==> src/rtl/iob_reg_bank_pkg.sv <==
// iob_reg_bank_pkg
// Shared definitions for the IOb register bank: FSM state encoding, the
// byte-strobe width macro and the word-address range check.
// No ports (package).

`ifndef IOB_REG_BANK_PKG_DONE
`define IOB_REG_BANK_PKG_DONE
// Number of byte strobes for a data word of width dw.
`define IOB_REG_BANK_STRB_W(dw) ((dw) / 8)
`endif

package iob_reg_bank_pkg;

    typedef enum logic {
        IDLE    = 1'b0,
        RD_RESP = 1'b1
    } state_t;

    // A word address is valid only below the register count. This also
    // rejects the unused codes when NREGS is not a power of two.
    function automatic logic addr_in_range(input int unsigned addr,
                                           input int unsigned nregs);
        return addr < nregs;
    endfunction

endpackage

==> src/rtl/iob_reg_bank_if.sv <==
// iob_reg_bank_if
// IOb native bus between a CPU-side requester (master) and the register bank
// (slave).
//   iob_valid  master->slave  request valid
//   iob_addr   master->slave  word address, MSB set = out of range
//   iob_wdata  master->slave  write data
//   iob_wstrb  master->slave  byte strobes, all-zero = read
//   iob_ready  slave->master  request can be accepted this cycle
//   iob_rvalid slave->master  iob_rdata valid (one-cycle pulse)
//   iob_rdata  slave->master  read data
//
// Handshake: a request transfers on a rising edge where iob_valid and
// iob_ready are both 1. iob_ready never depends on iob_valid. A read
// response is signalled by iob_rvalid high for exactly one cycle and cannot
// be back-pressured; iob_rdata keeps its value until the next response.

interface iob_reg_bank_if #(
    parameter int ADDR_W = 3,
    parameter int DATA_W = 32
);
    logic                iob_valid;
    logic [ADDR_W:0]     iob_addr;
    logic [DATA_W-1:0]   iob_wdata;
    logic [DATA_W/8-1:0] iob_wstrb;
    logic                iob_ready;
    logic                iob_rvalid;
    logic [DATA_W-1:0]   iob_rdata;

    modport master (
        output iob_valid, iob_addr, iob_wdata, iob_wstrb,
        input  iob_ready, iob_rvalid, iob_rdata
    );

    modport slave (
        input  iob_valid, iob_addr, iob_wdata, iob_wstrb,
        output iob_ready, iob_rvalid, iob_rdata
    );
endinterface

==> src/rtl/iob_reg_bank_word.sv <==
// iob_reg_bank_word
// One DATA_W-bit register of the bank.
//   clk        clock
//   arst_n     asynchronous active-low reset to RST_VAL
//   rst        synchronous clear to RST_VAL
//   be_i       per-byte write enable from the bus
//   wdata_i    bus write data
//   hw_en_i    hardware write enable   (IOB_REG_BANK_HW_WR_EN only)
//   hw_data_i  hardware write data     (IOB_REG_BANK_HW_WR_EN only)
//   q_o        register contents
// Macro: IOB_REG_BANK_HW_WR_EN adds the full-word hardware write port.

module iob_reg_bank_word #(
    parameter int                DATA_W  = 32,
    parameter logic [DATA_W-1:0] RST_VAL = '0
) (
    input  logic                clk,
    input  logic                arst_n,
    input  logic                rst,
    input  logic [DATA_W/8-1:0] be_i,
    input  logic [DATA_W-1:0]   wdata_i,
`ifdef IOB_REG_BANK_HW_WR_EN
    input  logic                hw_en_i,
    input  logic [DATA_W-1:0]   hw_data_i,
`endif
    output logic [DATA_W-1:0]   q_o
);

    always_ff @(posedge clk or negedge arst_n) begin
        if (!arst_n) begin
            q_o <= RST_VAL;
        end else if (rst) begin
            q_o <= RST_VAL;
`ifdef IOB_REG_BANK_HW_WR_EN
        end else if (hw_en_i) begin
            // Hardware owns the word this edge; any bus bytes are dropped.
            q_o <= hw_data_i;
`endif
        end else begin
            for (int b = 0; b < DATA_W / 8; b++) begin
                if (be_i[b]) q_o[b*8 +: 8] <= wdata_i[b*8 +: 8];
            end
        end
    end

endmodule

==> src/rtl/iob_reg_bank.sv <==
// iob_reg_bank
// Bus-accessible bank of NREGS control/status registers, IOb responder side.
// Writes complete in the accepting cycle; reads answer one cycle later.
//   clk           clock
//   arst_n        asynchronous active-low reset
//   rst           synchronous clear, same effect as arst_n
//   iob           IOb bus, slave modport
//   regs_o        all registers, reg k at [k*DATA_W +: DATA_W]
//   addr_err_o    sticky out-of-range access flag
//   state_o       FSM state (debug)
//   hw_wr_en_i    per-register hardware write enable (IOB_REG_BANK_HW_WR_EN)
//   hw_wr_data_i  hardware write data               (IOB_REG_BANK_HW_WR_EN)
// Macro: IOB_REG_BANK_HW_WR_EN enables the hardware write port.

module iob_reg_bank
    import iob_reg_bank_pkg::*;
#(
    parameter int                NREGS   = 8,
    parameter int                DATA_W  = 32,
    parameter logic [DATA_W-1:0] RST_VAL = '0
) (
    input  logic                    clk,
    input  logic                    arst_n,
    input  logic                    rst,
    iob_reg_bank_if.slave           iob,
    output logic [NREGS*DATA_W-1:0] regs_o,
    output logic                    addr_err_o,
    output state_t                  state_o
`ifdef IOB_REG_BANK_HW_WR_EN
    ,
    input  logic [NREGS-1:0]        hw_wr_en_i,
    input  logic [NREGS*DATA_W-1:0] hw_wr_data_i
`endif
);

    localparam int ADDR_W = $clog2(NREGS);
    localparam int STRB_W = `IOB_REG_BANK_STRB_W(DATA_W);

    state_t              state_q, state_d;
    logic                accept, is_read, in_range;
    logic [ADDR_W-1:0]   addr_idx;
    logic [DATA_W-1:0]   word_q [NREGS];
    logic [DATA_W-1:0]   rd_word;
    logic [DATA_W-1:0]   rdata_q;
    logic                addr_err_q;

    assign iob.iob_ready  = (state_q == IDLE);
    assign iob.iob_rvalid = (state_q == RD_RESP);
    assign iob.iob_rdata  = rdata_q;
    assign addr_err_o     = addr_err_q;
    assign state_o        = state_q;

    assign accept   = iob.iob_valid & iob.iob_ready;
    assign is_read  = (iob.iob_wstrb == '0);
    assign in_range = addr_in_range(32'(iob.iob_addr), NREGS);
    assign addr_idx = iob.iob_addr[ADDR_W-1:0];

    for (genvar k = 0; k < NREGS; k++) begin : g_word
        logic [STRB_W-1:0] be;
        assign be = (accept && !is_read && in_range && addr_idx == ADDR_W'(k))
                    ? iob.iob_wstrb : '0;

        iob_reg_bank_word #(
            .DATA_W  (DATA_W),
            .RST_VAL (RST_VAL)
        ) u_word (
            .clk       (clk),
            .arst_n    (arst_n),
            .rst       (rst),
            .be_i      (be),
            .wdata_i   (iob.iob_wdata),
`ifdef IOB_REG_BANK_HW_WR_EN
            .hw_en_i   (hw_wr_en_i[k]),
            .hw_data_i (hw_wr_data_i[k*DATA_W +: DATA_W]),
`endif
            .q_o       (word_q[k])
        );

        assign regs_o[k*DATA_W +: DATA_W] = word_q[k];
    end

    // Out-of-range reads still answer, with zero data.
    always_comb begin
        rd_word = '0;
        if (in_range) rd_word = word_q[addr_idx];
    end

    always_comb begin
        state_d = state_q;
        case (state_q)
            IDLE:    if (accept && is_read) state_d = RD_RESP;
            RD_RESP: state_d = IDLE;
            default: state_d = IDLE;
        endcase
    end

    always_ff @(posedge clk or negedge arst_n) begin
        if (!arst_n) begin
            state_q <= IDLE;
        end else if (rst) begin
            state_q <= IDLE;
        end else begin
            state_q <= state_d;
        end
    end

    always_ff @(posedge clk or negedge arst_n) begin
        if (!arst_n) begin
            rdata_q    <= '0;
            addr_err_q <= 1'b0;
        end else if (rst) begin
            rdata_q    <= '0;
            addr_err_q <= 1'b0;
        end else begin
            if (accept && is_read) rdata_q <= rd_word;
            if (accept && !in_range) addr_err_q <= 1'b1;
        end
    end

endmodule
==> src/flat_wrapper.sv <==
// flat-port wrapper written by rule: the top's interface ports become plain ports
module iob_reg_bank_flat import iob_reg_bank_pkg::*;
#(
    parameter int                NREGS   = 8,
    parameter int                DATA_W  = 32,
    parameter logic [DATA_W-1:0] RST_VAL = '0
)
  (clk, arst_n, rst, regs_o, addr_err_o, state_o, iob_iob_valid, iob_iob_addr, iob_iob_wdata, iob_iob_wstrb, iob_iob_ready, iob_iob_rvalid, iob_iob_rdata);
  iob_reg_bank_if #(.DATA_W(DATA_W)) iob_i ();
  input  logic clk;
  input  logic arst_n;
  input  logic rst;
  output logic [NREGS*DATA_W-1:0] regs_o;
  output logic addr_err_o;
  output state_t state_o;
  input wire logic [$bits(iob_i.iob_valid)-1:0] iob_iob_valid;
  input wire logic [$bits(iob_i.iob_addr)-1:0] iob_iob_addr;
  input wire logic [$bits(iob_i.iob_wdata)-1:0] iob_iob_wdata;
  input wire logic [$bits(iob_i.iob_wstrb)-1:0] iob_iob_wstrb;
  output wire logic [$bits(iob_i.iob_ready)-1:0] iob_iob_ready;
  output wire logic [$bits(iob_i.iob_rvalid)-1:0] iob_iob_rvalid;
  output wire logic [$bits(iob_i.iob_rdata)-1:0] iob_iob_rdata;
  assign iob_i.iob_valid = iob_iob_valid;
  assign iob_i.iob_addr = iob_iob_addr;
  assign iob_i.iob_wdata = iob_iob_wdata;
  assign iob_i.iob_wstrb = iob_iob_wstrb;
  assign iob_iob_ready = iob_i.iob_ready;
  assign iob_iob_rvalid = iob_i.iob_rvalid;
  assign iob_iob_rdata = iob_i.iob_rdata;
  iob_reg_bank #(.NREGS(NREGS), .DATA_W(DATA_W), .RST_VAL(RST_VAL)) u_core (.clk(clk), .arst_n(arst_n), .rst(rst), .iob(iob_i), .regs_o(regs_o), .addr_err_o(addr_err_o), .state_o(state_o));
endmodule
==> config.mk <==
export PLATFORM = sky130hd
export DESIGN_NAME = iob_reg_bank_flat
export DESIGN_NICKNAME = d
export VERILOG_FILES = /design/src/rtl/iob_reg_bank_pkg.sv /design/src/rtl/iob_reg_bank_if.sv /design/src/rtl/iob_reg_bank_word.sv /design/src/rtl/iob_reg_bank.sv /design/src/flat_wrapper.sv
export SDC_FILE = /design/constraint.sdc
export NUM_CORES = 1
export LEC_CHECK = 0
export BUFFER_PORTS_ARGS = -buffer_cell sky130_fd_sc_hd__buf_2
export CELL_PAD_IN_SITES_DETAIL_PLACEMENT = 0
export CELL_PAD_IN_SITES_GLOBAL_PLACEMENT = 1
export CORE_MARGIN = 2
export CORE_UTILIZATION = 39
export CTS_CLUSTER_SIZE = 24
export DETAILED_ROUTE_END_ITERATION = 12
export PLACE_DENSITY = 0.88
export SLEW_MARGIN = 20
export SYNTH_ARGS = -nofsm -noshare
export SYNTH_HDL_FRONTEND = slang
export SYNTH_HIERARCHICAL = 1
export SYNTH_SLANG_ARGS = --single-unit
==> constraint.sdc <==
create_clock -name clk -period 2 [get_ports clk]
set_input_delay 0.4 -clock clk [delete_from_list [all_inputs] [get_ports clk]]
set_output_delay 0.4 -clock clk [all_outputs]
set_load 0.01 [all_outputs]
==> impl_metrics.xml <==
<?xml version="1.0" encoding="UTF-8"?>
<metrics>
  <group name="run_status">
    <metric name="run_status" unit="">complete, but fails checks</metric>
    <metric name="failed_checks" unit="">setup timing</metric>
  </group>
  <group name="global_route">
    <metric name="grt_pass1_vias" unit="">10600</metric>
    <metric name="antenna_violations_before_repair" unit="">1</metric>
    <metric name="grt_pass1_wl" unit="um">64900</metric>
    <metric name="pin_count_of_the_biggest_net_entering_global_routing" unit="">132</metric>
    <metric name="gr-total-overflow" unit="">0</metric>
    <metric name="groute.usage.overall" unit="%">23.0</metric>
  </group>
  <group name="floorplanning">
    <metric name="die_y" unit="um">193</metric>
    <metric name="io_pins" unit="">336</metric>
    <metric name="floorplan.core_area" unit="mm^2">0.0353</metric>
    <metric name="die_area" unit="mm^2">0.0371</metric>
    <metric name="dieWidth" unit="um">193</metric>
    <metric name="floorplan.initialDensity" unit="%">39.3</metric>
    <metric name="placement_rows" unit="">69</metric>
  </group>
  <group name="detailed_routing">
    <metric name="detail_route.first_pass.iterations" unit="">4</metric>
    <metric name="drc_errors" unit="">0</metric>
    <metric name="drt.antenna.violating_nets" unit="">0</metric>
    <metric name="detail_route.iter0.violations" unit="">486</metric>
    <metric name="total_wire_length" unit="um">42700</metric>
    <metric name="routed_vias_inst" unit="">5.31</metric>
    <metric name="avgRoutedWirePerCell" unit="um">22.0</metric>
    <metric name="routed-via-count" unit="">10300</metric>
  </group>
  <group name="logic_synthesis">
    <metric name="synth_seq_cells" unit="">290</metric>
    <metric name="number_of_library_cell_types_mapped_by_synthesis" unit="">24</metric>
    <metric name="synth_nets" unit="">1116</metric>
    <metric name="syn-mean-instance-area" unit="um^2">12.9</metric>
    <metric name="synth_top_cell_by_area" unit="">sky130_fd_sc_hd__dfrtp_1</metric>
    <metric name="syn-instance-count" unit="">1072</metric>
    <metric name="synthDominantCellAreaShare" unit="%">52.3</metric>
    <metric name="synth.top_cells.by_area" unit="">sky130_fd_sc_hd__dfrtp_1 52%, sky130_fd_sc_hd__mux2i_1 18%, sky130_fd_sc_hd__mux4_2 10%</metric>
    <metric name="synth-seq-area-share" unit="%">52.3</metric>
    <metric name="post_synth_instance_area" unit="mm^2">0.0139</metric>
    <metric name="synth_warnings" unit="">6</metric>
  </group>
  <group name="layout">
    <metric name="commonest_non_fill_non_tap_cell_in_the_layout" unit="">sky130_fd_sc_hd__buf_2</metric>
    <metric name="syn2layout_area_growth" unit="%">32.1</metric>
    <metric name="nNetsFinal" unit="">1500</metric>
    <metric name="drive_gt1_share" unit="%">43.1</metric>
    <metric name="filler_free_cell_count_of_the_finished_design" unit="">1941</metric>
    <metric name="layout.cells.most_common_list" unit="">330 x sky130_fd_sc_hd__buf_2, 290 x sky130_fd_sc_hd__dfrtp_1, 258 x sky130_fd_sc_hd__nor2_1</metric>
  </group>
  <group name="clock_network">
    <metric name="cts_tree" unit="">done</metric>
    <metric name="cts.path.max_buffers" unit="">3</metric>
    <metric name="tritoncts.num_buffers" unit="">34</metric>
    <metric name="clock_insertion_delay_at_the_later_pin_of_the_skew_report" unit="ns">0.51</metric>
    <metric name="clkTransAtPathRegs" unit="ns">0.06</metric>
    <metric name="htree_levels" unit="">2</metric>
    <metric name="clkSinkCount" unit="">290</metric>
    <metric name="root_cell_of_the_clock_tree" unit="">sky130_fd_sc_hd__clkbuf_16</metric>
  </group>
  <group name="timing">
    <metric name="post-route-worst-setup-slack" unit="ns">-0.120</metric>
    <metric name="period_utilization" unit="%">106</metric>
    <metric name="maxSlewHeadroom" unit="%">58.2</metric>
    <metric name="finalHoldWorstSlack" unit="ns">0.149</metric>
    <metric name="finalHoldViolCount" unit="">0</metric>
    <metric name="slew_viol_final" unit="">0</metric>
    <metric name="maximum_clock_rate" unit="MHz">472</metric>
    <metric name="period_minus_slack" unit="ns">2.12</metric>
    <metric name="setup-violations-final" unit="">132</metric>
    <metric name="unrepaired_setup_endpoints_after_global_routing" unit="">yes</metric>
    <metric name="fin_skew" unit="ns">0.00998</metric>
    <metric name="worst_margin_pin_slew" unit="ns">0.628</metric>
  </group>
  <group name="job">
    <metric name="max_cap_violations" unit="">0</metric>
  </group>
  <group name="power_and_ir_drop">
    <metric name="power.density_cell_area" unit="mW/mm^2">725</metric>
    <metric name="power.ir.vdd_worst" unit="mV">0.559</metric>
    <metric name="power.leakage" unit="uW">0.00873</metric>
    <metric name="total_power" unit="uW">13300</metric>
  </group>
  <group name="placement">
    <metric name="place.gp.congestion" unit="">0.802</metric>
    <metric name="port_buffers" unit="">335</metric>
    <metric name="dpl.cell_count" unit="">1878</metric>
    <metric name="place.detailed.hpwl" unit="um">29200</metric>
  </group>
  <group name="critical_path">
    <metric name="cp_data_arrival_time" unit="ns">2.48</metric>
    <metric name="worst_ep_required_time" unit="ns">2.36</metric>
    <metric name="critical_path.max_fanout" unit="">8</metric>
    <metric name="cp-end-kind" unit="">flop</metric>
    <metric name="worstSetupPathType" unit="">flop to flop</metric>
    <metric name="setup.worst_path.start_class" unit="">flop</metric>
    <metric name="r2r_setup_slack" unit="ns">-0.12</metric>
  </group>
  <group name="min_path">
    <metric name="min_path_type" unit="">primary input to flop</metric>
  </group>
</metrics>
## per-stage QoR
| step | worst slack (ns) | TNS [ns] | util (%) | cell area, um^2 |
|---|---|---|---|---|
| 2_1_floorplan | -0.0641 | -4.49 | - | 14000 |
| 3_3_place_gp | -0.424 | -73.19 | 47.8 | 16900 |
| 3_5_place_dp | -0.479 | -84.81 | 47.8 | 16900 |
| 4_1_cts | -0.157 | -9.05 | 51.4 | 18100 |
| 5_1_grt | -0.206 | -19.16 | 51.9 | 18300 |
| 6_report | -0.120 | -7.23 | 51.9 | 18300 |
## layout make-up
class / count / area (um^2)
multi-input cells: 689 / 6360
well taps: 461 / 577
diodes: 1 / 2.50
flip-flops and latches: 290 / 7260
inverters: 5 / 18.8
clock buffers: 52 / 1070
clock inverters: 7 / 97.6
fillers: 3063 / 17000
repair buffers: 436 / 2940
## worst paths after layout
path | start | to | cells past startpoint
worst max-delay path | u_core/iob.iob_rvalid$_DFF_PN0_ | u_core/g_word[5].u_word/q_o[5]$_DFFE_PN0P_ | 8
worst min-delay path | rst | u_core/iob.iob_rvalid$_DFF_PN0_ | 2
worst max register to register | u_core/iob.iob_rvalid$_DFF_PN0_ | u_core/g_word[5].u_word/q_o[5]$_DFFE_PN0P_ | 8
worst min register to register | u_core/addr_err_o$_DFFE_PN0P_ | u_core/addr_err_o$_DFFE_PN0P_ | 2
max in group asynchronous | arst_n | u_core/g_word[4].u_word/q_o[24]$_DFFE_PN0P_ | 3
min in group asynchronous | arst_n | u_core/g_word[3].u_word/q_o[8]$_DFFE_PN0P_ | 2
## layer usage
metal  up-vias  share of wire (%)  GRT usage, %
met5         -                  0             0
met1      5325                 44          33.0
met4         0                1.7          6.17
li1       4552                  -             -
met2       381                 48          36.1
met3        58                6.4          3.98
## critical path, cell delays in order (launching register included)
cell,delay (ns)
sky130_fd_sc_hd__dfrtp_1,0.37
sky130_fd_sc_hd__or3b_4,0.42
sky130_fd_sc_hd__buf_12,0.15
sky130_fd_sc_hd__nor4b_4,0.24
sky130_fd_sc_hd__buf_4,0.18
sky130_fd_sc_hd__and2_4,0.15
sky130_fd_sc_hd__buf_12,0.14
sky130_fd_sc_hd__mux2i_1,0.22
sky130_fd_sc_hd__nor2_1,0.08
## flip-flops by register name (all words and copies together) (netlist names)
register / flops
u_core/addr_err_o: 1
u_core/g_word.u_word/q_o: 256
u_core/iob.iob_rdata: 32
u_core/iob.iob_rvalid: 1
## logic make-up after synthesis
| family | count (synthesis) | synth area share [%] |
|---|---|---|
| simple gates | 303 | 9.14 |
| mux | 352 | 31.5 |
| compound gates | 34 | 2.09 |
| buf+inv | 93 | 5.01 |
| flops | 290 | 52.3 |
## where the power goes
part	leakage (uW)	switching [uW]	internal, uW	total (uW)
Sequential	0.00405	34.1	5910	5940
Clock	0.000574	2440	3960	6400
Combinational	0.00411	620	338	958
## cell usage after synthesis
master,count
sky130_fd_sc_hd__nor4_1,16
sky130_fd_sc_hd__buf_12,3
sky130_fd_sc_hd__nor4_4,1
sky130_fd_sc_hd__nor2_1,262
sky130_fd_sc_hd__buf_2,33
sky130_fd_sc_hd__a22o_1,32
sky130_fd_sc_hd__or3b_2,1
sky130_fd_sc_hd__nand2_1,2
sky130_fd_sc_hd__clkbuf_1,17
sky130_fd_sc_hd__nor4bb_1,1
sky130_fd_sc_hd__buf_4,2
sky130_fd_sc_hd__buf_6,33
sky130_fd_sc_hd__inv_1,5
sky130_fd_sc_hd__a21oi_1,2
sky130_fd_sc_hd__and2_1,12
sky130_fd_sc_hd__dfrtp_1,290
sky130_fd_sc_hd__mux2_2,32
sky130_fd_sc_hd__mux4_2,64
sky130_fd_sc_hd__nand2b_1,2
sky130_fd_sc_hd__nor4b_1,3
sky130_fd_sc_hd__nor2b_1,1
sky130_fd_sc_hd__mux2i_1,256
sky130_fd_sc_hd__or2_2,1
sky130_fd_sc_hd__or4b_1,1
## what timing repair did
item	4_1_cts	5_1_grt
hold endpoints to repair	39	0
gates resized for setup	22	34
hold buffers	1	0
buffers inserted	0	2
pin swaps	15	13
setup endpoints to repair	222	170
Note: power is estimated with default switching activity, not from simulation.
